**src/rtl/mips_mem_pkg.sv**
```systemverilog
// Shared encodings for the MEM-stage data-memory access path.
// Load/store type codes match the EX/MEM register fields.
package mips_mem_pkg;

   typedef enum logic [3:0] {
      LT_NONE = 4'd0,
      LT_LB   = 4'd1,
      LT_LBU  = 4'd2,
      LT_LH   = 4'd3,
      LT_LHU  = 4'd4,
      LT_LW   = 4'd5
   } load_type_e;

   typedef enum logic [2:0] {
      ST_NONE = 3'd0,
      ST_SB   = 3'd1,
      ST_SH   = 3'd2,
      ST_SW   = 3'd3
   } save_type_e;

   typedef enum logic [1:0] {
      S_IDLE = 2'd0,
      S_BUSY = 2'd1,
      S_DONE = 2'd2
   } state_e;

   function automatic logic [31:0] sext8(input logic [7:0] b);
      return {{24{b[7]}}, b};
   endfunction

   function automatic logic [31:0] sext16(input logic [15:0] h);
      return {{16{h[15]}}, h};
   endfunction

endpackage

```
**src/rtl/mem_lane_align.sv**
```systemverilog
// Byte-lane steering for data memory: store enables/replication, alignment
// check and load extraction with sign/zero extension.
module mem_lane_align
   import mips_mem_pkg::*;
#(
   parameter int BIG_ENDIAN = 0
) (
   input  logic [1:0]  addr_lo,
   input  logic        is_write,
   input  logic [3:0]  load_type,
   input  logic [2:0]  save_type,
   input  logic [31:0] wr_data,
   input  logic [31:0] rd_data,
   output logic [3:0]  be,
   output logic [31:0] wdata,
   output logic        misaligned,
   output logic [31:0] load_ext
);

   logic [1:0]  lane;
   logic        half_hi;
   logic        is_byte;
   logic        is_half;
   logic [7:0]  rd_byte;
   logic [15:0] rd_half;

   // Big-endian mirrors the lane number; half_hi selects bits [31:16].
   assign lane    = (BIG_ENDIAN != 0) ? ~addr_lo : addr_lo;
   assign half_hi = (BIG_ENDIAN != 0) ? ~addr_lo[1] : addr_lo[1];

   always_comb begin
      is_byte = 1'b0;
      is_half = 1'b0;
      if (is_write) begin
         case (save_type)
            ST_SB:   is_byte = 1'b1;
            ST_SH:   is_half = 1'b1;
            default: ;
         endcase
      end else begin
         case (load_type)
            LT_LB, LT_LBU: is_byte = 1'b1;
            LT_LH, LT_LHU: is_half = 1'b1;
            default:       ;
         endcase
      end
   end

   assign misaligned = is_half ? addr_lo[0] : (!is_byte && (addr_lo != 2'b00));

   always_comb begin
      be    = 4'b1111;
      wdata = wr_data;
      if (is_write) begin
         if (is_byte) begin
            be    = 4'b0001 << lane;
            wdata = {4{wr_data[7:0]}};
         end else if (is_half) begin
            be    = half_hi ? 4'b1100 : 4'b0011;
            wdata = {2{wr_data[15:0]}};
         end
      end
   end

   assign rd_byte = rd_data[{lane, 3'b000} +: 8];
   assign rd_half = half_hi ? rd_data[31:16] : rd_data[15:0];

   always_comb begin
      case (load_type)
         LT_LB:   load_ext = sext8(rd_byte);
         LT_LBU:  load_ext = {24'h0, rd_byte};
         LT_LH:   load_ext = sext16(rd_half);
         LT_LHU:  load_ext = {16'h0, rd_half};
         default: load_ext = rd_data;
      endcase
   end

endmodule

```
**src/rtl/mem_access_unit.sv**
```systemverilog
// MEM-stage load/store engine: turns the EX/MEM access into a req/ack
// transaction, stalls the pipeline while it is outstanding.
module mem_access_unit
   import mips_mem_pkg::*;
#(
   parameter int TIMEOUT_CYCLES = 255,
   parameter int TO_W           = 8,
   parameter int BIG_ENDIAN     = 0
) (
   input  logic        clk,
   input  logic        rst_n,
   input  logic        mem_read,
   input  logic        mem_write,
   input  logic [31:0] addr,
   input  logic [31:0] write_data,
   input  logic [3:0]  load_type,
   input  logic [2:0]  save_type,
   output logic        dmem_req,
   output logic        dmem_we,
   output logic [31:0] dmem_addr,
   output logic [3:0]  dmem_be,
   output logic [31:0] dmem_wdata,
   input  logic [31:0] dmem_rdata,
   input  logic        dmem_ack,
   output logic        mem_stall,
   output logic [31:0] load_data,
   output logic        addr_exc,
   output logic        bus_err
);

   localparam logic [TO_W-1:0] TO_LAST = TO_W'(TIMEOUT_CYCLES - 1);

   state_e          state_q, state_d;
   logic [TO_W-1:0] cnt_q, cnt_d;
   logic            we_q, we_d;
   logic [3:0]      be_q, be_d;
   logic [31:0]     waddr_q, waddr_d;
   logic [31:0]     wdata_q, wdata_d;
   logic [31:0]     load_data_q, load_data_d;
   logic [1:0]      lo_q, lo_d;
   logic [3:0]      lt_q, lt_d;
   logic            addr_exc_q, addr_exc_d;
   logic            bus_err_q, bus_err_d;

   logic        op;
   logic        busy;
   logic [1:0]  al_lo;
   logic        al_we;
   logic [3:0]  al_lt;
   logic [3:0]  al_be;
   logic [31:0] al_wdata;
   logic        al_mis;
   logic [31:0] al_ext;

   assign op   = mem_read | mem_write;
   assign busy = (state_q == S_BUSY);

   // In IDLE the aligner sees the live request; in BUSY it sees the latched
   // access so load extraction uses the captured address and type.
   assign al_lo = busy ? lo_q : addr[1:0];
   assign al_we = busy ? we_q : mem_write;
   assign al_lt = busy ? lt_q : load_type;

   mem_lane_align #(.BIG_ENDIAN(BIG_ENDIAN)) u_align (
      .addr_lo    (al_lo),
      .is_write   (al_we),
      .load_type  (al_lt),
      .save_type  (save_type),
      .wr_data    (write_data),
      .rd_data    (dmem_rdata),
      .be         (al_be),
      .wdata      (al_wdata),
      .misaligned (al_mis),
      .load_ext   (al_ext)
   );

   always_comb begin
      state_d     = state_q;
      cnt_d       = cnt_q;
      we_d        = we_q;
      be_d        = be_q;
      waddr_d     = waddr_q;
      wdata_d     = wdata_q;
      load_data_d = load_data_q;
      lo_d        = lo_q;
      lt_d        = lt_q;
      addr_exc_d  = 1'b0;
      bus_err_d   = 1'b0;
      case (state_q)
         S_IDLE: begin
            if (op) begin
               if (al_mis) begin
                  addr_exc_d = 1'b1;
               end else begin
                  we_d    = mem_write;
                  be_d    = al_be;
                  waddr_d = {addr[31:2], 2'b00};
                  wdata_d = al_wdata;
                  lo_d    = addr[1:0];
                  lt_d    = load_type;
                  cnt_d   = '0;
                  state_d = S_BUSY;
               end
            end
         end
         S_BUSY: begin
            // Ack in the final counted cycle still completes cleanly.
            if (dmem_ack) begin
               if (!we_q) load_data_d = al_ext;
               state_d = S_DONE;
            end else if (cnt_q == TO_LAST) begin
               if (!we_q) load_data_d = '0;
               bus_err_d = 1'b1;
               state_d   = S_DONE;
            end else begin
               cnt_d = cnt_q + {{(TO_W-1){1'b0}}, 1'b1};
            end
         end
         S_DONE:  state_d = S_IDLE;
         default: state_d = S_IDLE;
      endcase
   end

   always_ff @(posedge clk or negedge rst_n) begin
      if (!rst_n) begin
         state_q     <= S_IDLE;
         cnt_q       <= '0;
         we_q        <= 1'b0;
         be_q        <= '0;
         waddr_q     <= '0;
         wdata_q     <= '0;
         load_data_q <= '0;
         lo_q        <= '0;
         lt_q        <= '0;
         addr_exc_q  <= 1'b0;
         bus_err_q   <= 1'b0;
      end else begin
         state_q     <= state_d;
         cnt_q       <= cnt_d;
         we_q        <= we_d;
         be_q        <= be_d;
         waddr_q     <= waddr_d;
         wdata_q     <= wdata_d;
         load_data_q <= load_data_d;
         lo_q        <= lo_d;
         lt_q        <= lt_d;
         addr_exc_q  <= addr_exc_d;
         bus_err_q   <= bus_err_d;
      end
   end

   assign dmem_req   = busy;
   assign dmem_we    = we_q;
   assign dmem_addr  = waddr_q;
   assign dmem_be    = be_q;
   assign dmem_wdata = wdata_q;
   assign load_data  = load_data_q;
   assign addr_exc   = addr_exc_q;
   assign bus_err    = bus_err_q;
   assign mem_stall  = ((state_q == S_IDLE) && op && !al_mis) || busy;

endmodule

```
**config.mk**
```make
export PLATFORM = sky130hd
export DESIGN_NAME = mem_access_unit
export DESIGN_NICKNAME = d
export VERILOG_FILES = /design/src/rtl/mips_mem_pkg.sv /design/src/rtl/mem_lane_align.sv /design/src/rtl/mem_access_unit.sv
export SDC_FILE = /design/constraint.sdc
export NUM_CORES = 1
export LEC_CHECK = 0
export ABC_CLOCK_PERIOD_IN_PS = 7000
export BUFFER_PORTS_ARGS = -buffer_cell sky130_fd_sc_hd__buf_2
export CAP_MARGIN = 10
export CORE_MARGIN = 2
export CORE_UTILIZATION = 51
export CTS_CLUSTER_DIAMETER = 200
export CTS_CLUSTER_SIZE = 30
export DETAILED_ROUTE_END_ITERATION = 8
export PLACE_DENSITY = 0.82
export SLEW_MARGIN = 15
export SYNTH_ARGS = -nofsm -noshare
export SYNTH_HDL_FRONTEND = slang
export SYNTH_SLANG_ARGS = --single-unit
```
**constraint.sdc**
```tcl
create_clock -name clk -period 7 [get_ports clk]
set_input_delay 1.05 -clock clk [delete_from_list [all_inputs] [get_ports clk]]
set_output_delay 1.05 -clock clk [all_outputs]
set_load 0.01 [all_outputs]
```
**Yosys cells after proc, flatten, opt, wreduce, memory -nomap -nowiden**

Index checks and enable logic that the tools add are counted.

- Eq/ne operators: 13
- Add/sub/neg operators: 1
- Multiply operators: 0
- Divide/modulo/power cells: 0
- Reduce and logical (&&, ||, !) cells: 16
- Bitwise logic cells: 3
- Shift operators: 2
- Multiplexer cells: 39
- Order comparisons: 0

Operators by type and width:

| operator | number |
|---|---|
| 2-to-1 mux 32 bit | 7 |
| one-hot mux 32 bit (4 select lines) | 1 |
| 2-to-1 mux 8 bit | 4 |
| indexed part select 32 x 6 -> 8 bit | 1 |
| 2-to-1 mux 4 bit | 5 |
| 2-to-1 mux 16 bit | 1 |
| one-hot mux 8 bit (2 select lines) | 1 |
| 2-to-1 mux 1 bit | 14 |
| 2-to-1 mux 2 bit | 5 |
| AND reduction 3 bit | 3 |
| adder 8 x 1 -> 8 bit, second input constant | 1 |
| == test 4 x 2 -> 1 bit, second input constant | 2 |
| == test 8 bit, second input constant | 1 |
| != test 2 bit, second input constant | 4 |
| nonzero test 2 bit | 3 |
| AND reduction 5 bit | 1 |
| == test 4 x 1 -> 1 bit, second input constant | 1 |
| == test 4 x 3 -> 1 bit, second input constant | 1 |
| one-hot mux 2 bit (2 select lines) | 1 |
| OR reduction 2 bit | 2 |
| left shift 1 x 2 -> 4 bit, first input constant | 1 |
| == test 3 x 1 -> 1 bit, second input constant | 1 |
| == test 3 x 2 -> 1 bit, second input constant | 1 |
| logical AND 1 bit | 3 |
| other kinds (7) | 9 |

- Output and inout port bits: 105
- Bits in latches: 0
- RAM bits: 0
- Logic and storage cells: 85
- Input port bits: 108
- Register bits after elaboration: 117
- Memories kept: 0
- ROM bits: 0

**Logic depth before layout (Yosys ltp)**

- Depth in word-level cells: 12
- Gate-level depth with buffers: 10
- Gate-level depth less buffers: 8

**By module**

From an unflattened synthesis, not the netlist that was laid out.

- Cells, all modules: 653
- Area total of the unflattened synthesis: 5840.6 um^2

By module, submodules not included:

| module | area an instance (um^2) | cells each | times used | sequential area each (um^2) |
|---|---|---|---|---|
| mem_access_unit | 4580.6 | 469 | 1 | 2927.8 |
| mem_lane_align | 1260.0 | 184 | 1 | 0.0 |

**Worst setup path after synthesis**

OpenSTA, ideal clock, no wires.

- Path kind: input to output
- From: in save_type[2]
- To: out mem_stall
- Slack: 3.596 ns
- Arrival: 2.354 ns
- Buffers on the path: 2
- Data required time: 5.950 ns
- Stages on the path: 7
- Path through: nor4bb_1 > a31oi_1 > clkbuf_1 > o2bb2ai_1 > o21ai_2 > buf_4 > nand2_1

- Cells in the longest elaborated chain, start to end: 9

Ends and longest elaborated chain:

| item | RTL line | source |
|---|---|---|
| from (decl) | mem_access_unit.sv:17 | `input logic [2:0] save_type,` |
| == test 3 x 1 -> 1 bit | mem_lane_align.sv:35 | `case (save_type)` |
| 2-to-1 mux 1 bit | mem_lane_align.sv:35 |  |
| 2-to-1 mux 1 bit | mem_lane_align.sv:34 | `if (is_write) begin` |
| zero test 1 bit | mem_lane_align.sv:49 | `assign misaligned = is_half ? addr_lo[0] : (!is_byte && (addr_lo != 2'b00));` |
| logical AND 1 bit | mem_lane_align.sv:49 |  |
| 2-to-1 mux 1 bit (*) | mem_lane_align.sv:49 |  |
| zero test 1 bit (*) | mem_access_unit.sv:160 | `assign mem_stall = ((state_q == S_IDLE) && op && !al_mis) \|\| busy;` |
| logical AND 1 bit (*) | mem_access_unit.sv:160 |  |
| logical OR 1 bit (*) | mem_access_unit.sv:160 |  |
| to (decl) | mem_access_unit.sv:25 | `output logic mem_stall,` |

Every way passes the cells marked *; elsewhere a longest branch is shown, timed or not.

**Worst setup path in the final report**

- From: reg state_q[1]
- To: out mem_stall

- Cells in the longest elaborated chain, start to end: 12

Ends and longest elaborated chain:

| item | RTL line | source |
|---|---|---|
| from (decl) | mem_access_unit.sv:33 | `state_e state_q, state_d;` |
| from (signal assigned) | mem_access_unit.sv:138 | `state_q <= state_d;` |
| == test 2 x 1 -> 1 bit | mem_access_unit.sv:56 | `assign busy = (state_q == S_BUSY);` |
| 2-to-1 mux 4 bit | mem_access_unit.sv:62 | `assign al_lt = busy ? lt_q : load_type;` |
| == test 4 x 1 -> 1 bit or == test 4 x 2 -> 1 bit (tied branches) | mem_lane_align.sv:41 | `case (load_type)` |
| OR reduction 2 bit | mem_lane_align.sv:41 |  |
| 2-to-1 mux 1 bit | mem_lane_align.sv:41 |  |
| 2-to-1 mux 1 bit | mem_lane_align.sv:34 |  |
| zero test 1 bit | mem_lane_align.sv:49 |  |
| logical AND 1 bit | mem_lane_align.sv:49 |  |
| 2-to-1 mux 1 bit | mem_lane_align.sv:49 |  |
| zero test 1 bit | mem_access_unit.sv:160 |  |
| logical AND 1 bit | mem_access_unit.sv:160 |  |
| logical OR 1 bit (*) | mem_access_unit.sv:160 |  |

Marks and branches as above.

==> reports/results.ini <==
[power_and_ir_drop]
finalPower_mw = 3.415
powerDensity_nw_per_um2 = 455.9
max-vdd-ir-drop_mv = 0.3052
p_leak_nw = 3.648

[routing]
viasPerCell = 5.825
dr.first_iter.drc_count = 290
drt_pass1_iterations = 5
routedWlPerCell_um = 19.03
ant_nets = 0
wl_mm = 16.33
drc_errors = 0
vias = 4998

[cts]
clk_pin_slew_ps = 50
clock-root-buffer = clkbuf_16
cts.repair.resized = 0
cts.path.max_buffers = 2
insertion_delay_ps = 420
htreeDepth = 4
tritoncts = done
cts_made_buffers = 17
numClockSinks = 117
hold_buffers = 0
postCtsSetupBuffers = 0

[min_path]
worst_hold_startpoint = dmem_addr[20]$_DFFE_PN0P_
worstHoldPathType = reg -> reg
hold_end = dmem_addr[20]$_DFFE_PN0P_
holdPathStages = 1

[setup_path]
critical_path_required_ps = 5950
r2r_start = state_q[1]$_DFFE_PN0P_
rrSetupSlack_ps = 2490
crit_arrival_ps = 3750
cp-end-kind = output pin
cp_max_fo = 18
reg2reg_to = dmem_wdata[9]$_DFFE_PN0P_
cp-startpoint = state_q[1]$_DFFE_PN0P_
cp-start-kind = register
reg2reg_depth = 8
path_class = reg -> out

[layout]
multiInputGateArea_um2 = 2724
fin_area_um2 = 7490
layout-drive-gt1-share_pct = 46.57
ff_latch_area_um2 = 2928
diodes = 0
nets = 813
nFillCells = 858
area_growth_pct = 28.02
final_util_pct = 66.16

[floorplanning]
rows = 39
start_util_pct = 51.68
dieHeight_um = 111.1
core_um2 = 11320
num_io_pins = 213
die_area_um2 = 12340
dieWidth_um = 111.1

[global_route]
grt_max_degree = 61
first_global_vias = 5198
grt_usage_pct = 26.73
grt-ovfl-total = 0
antenna_found_initial = 0
grt_pass1_wl_mm = 25.99

[synth]
syn_avg_cell_area_um2 = 11.77
synthTopCellsByArea = dfrtp_1, mux2_2, mux2i_1, a221o_1, o21ai_0
yosysMostFrequentCell = dfrtp_1
ys_types = 59
synth_area_um2 = 5851
postSynthRegisterBits = 117
synth_common_cells = dfrtp_1, mux2_2, nand2_1
yosysSeqAreaShare_pct = 50.04
synth_top_area_cell = dfrtp_1
synth_warnings = 0
synth-edff-count = 0
synth_top_area_share_pct = 50.04
synthCells = 497
synthArstFlopShare_pct = 100.0
ys.flop_type = dfrtp_1

[place]
portBuffers = 210
gp_congestion = 0.8735
post-dp-hpwl_mm = 11.65
place_area_um2 = 6957

[sta]
worst_slew_pin_slew_ps = 1098
hold_viol_final = 0
finalCritPeriodShare_pct = 68.58
finalCriticalPeriod_ps = 4800
timing.fmax_mhz = 208.3
fin_worst_skew_ps = 9.301
relSlewSlack_pct = 25.36
rsz0062_at_grt = false
finalSetupViolCount = 0
maxSlewViolCount = 0
tns_ps = 0

[flow_run]
maxCapViolCount = 0

[status]
status = complete, no violations

-- worst max path at each step --
stage | to | slack, ps | depth (start not counted)
detailed placement | mem_stall | 2490 | 6
global placement | mem_stall | 2600 | 6
floorplan | mem_stall | 3600 | 7
CTS | mem_stall | 2230 | 6
global route | mem_stall | 1840 | 6
finish | mem_stall | 2200 | 6
-- routing by layer --
metal	global-route usage (%)	routed length, um
met1	31.51	6422
met2	44.95	8204
met3	8.857	1306
met4	11.28	398
met5	0	0
-- cell type report --
cell class | count | area share, %
clock buffer | 27 | 6.849
sequential | 117 | 39.09
multi-input combinational | 346 | 36.37
inverter | 4 | 0.2673
timing repair buffer | 217 | 14.77
clock inverter | 4 | 0.2673
tap | 143 | 2.389
-- power breakdown --
group | internal (mW) | switching (mW)
registers | 0.999 | 0.185
clock network | 0.494 | 0.287
logic | 0.695 | 0.755
total | 2.19 | 1.23
-- state kept, by name, indices dropped and copies added (netlist names) --
| register | count |
|---|---|
| load_data | 32 |
| lt_q | 4 |
| dmem_wdata | 32 |
| bus_err | 1 |
| lo_q | 2 |
| dmem_be | 4 |
| dmem_we | 1 |
| state_q | 2 |
| addr_exc | 1 |
| cnt_q | 8 |
| dmem_addr | 30 |
-- critical path, cell delays in order (launching register included) --
cell	delay (ps)
dfrtp_1	410
nand2b_1	500
a31oi_1	940
o2bb2ai_1	280
o21ai_2	930
nand2_1	100
buf_2	180
-- stage by stage --
| step | hold slack, ps | setup WS, ps | std cells |
|---|---|---|---|
| floorplan | 482.1 | 3596 | 498 |
| CTS | 485.7 | 2229 | 858 |
| global route | 508.3 | 1836 | 858 |
| detailed placement | 474.2 | 2490 | 827 |
| global placement | 461.5 | 2601 | 827 |
| finish | 480.9 | 2200 | 858 |
-- cells by family (layout without fill, tap and decap cells) --
logic type / after synthesis / count (layout) / synth area share [%]
and+or+nand+nor: 102 / 102 / 8.277
xor gates and xnor gates: 3 / 3 / 0.4492
buffers and inverters: 35 / 252 / 3.529
muxes: 114 / 114 / 21.60
AOI/OAI and AO/OA: 123 / 123 / 15.61
DFF: 117 / 117 / 50.04
adders and majority gates: 2 / 2 / 0.4276
other: 1 / 2 / 0.06410
-- cells in the final DEF (no fill, tap or decap), drive strengths merged, types with 11 or more instances in the layout --
master | synthesis | layout
nand2 | 38 | 38
nor2 | 20 | 20
nor3 | 12 | 12
buf | 17 | 217
mux2i | 29 | 29
mux2 | 85 | 85
a31oi | 11 | 11
dfrtp | 117 | 117
clkbuf | 14 | 27
o21ai | 34 | 34
a221o | 16 | 16
No activity file was read; power rests on OpenSTA's default activity.
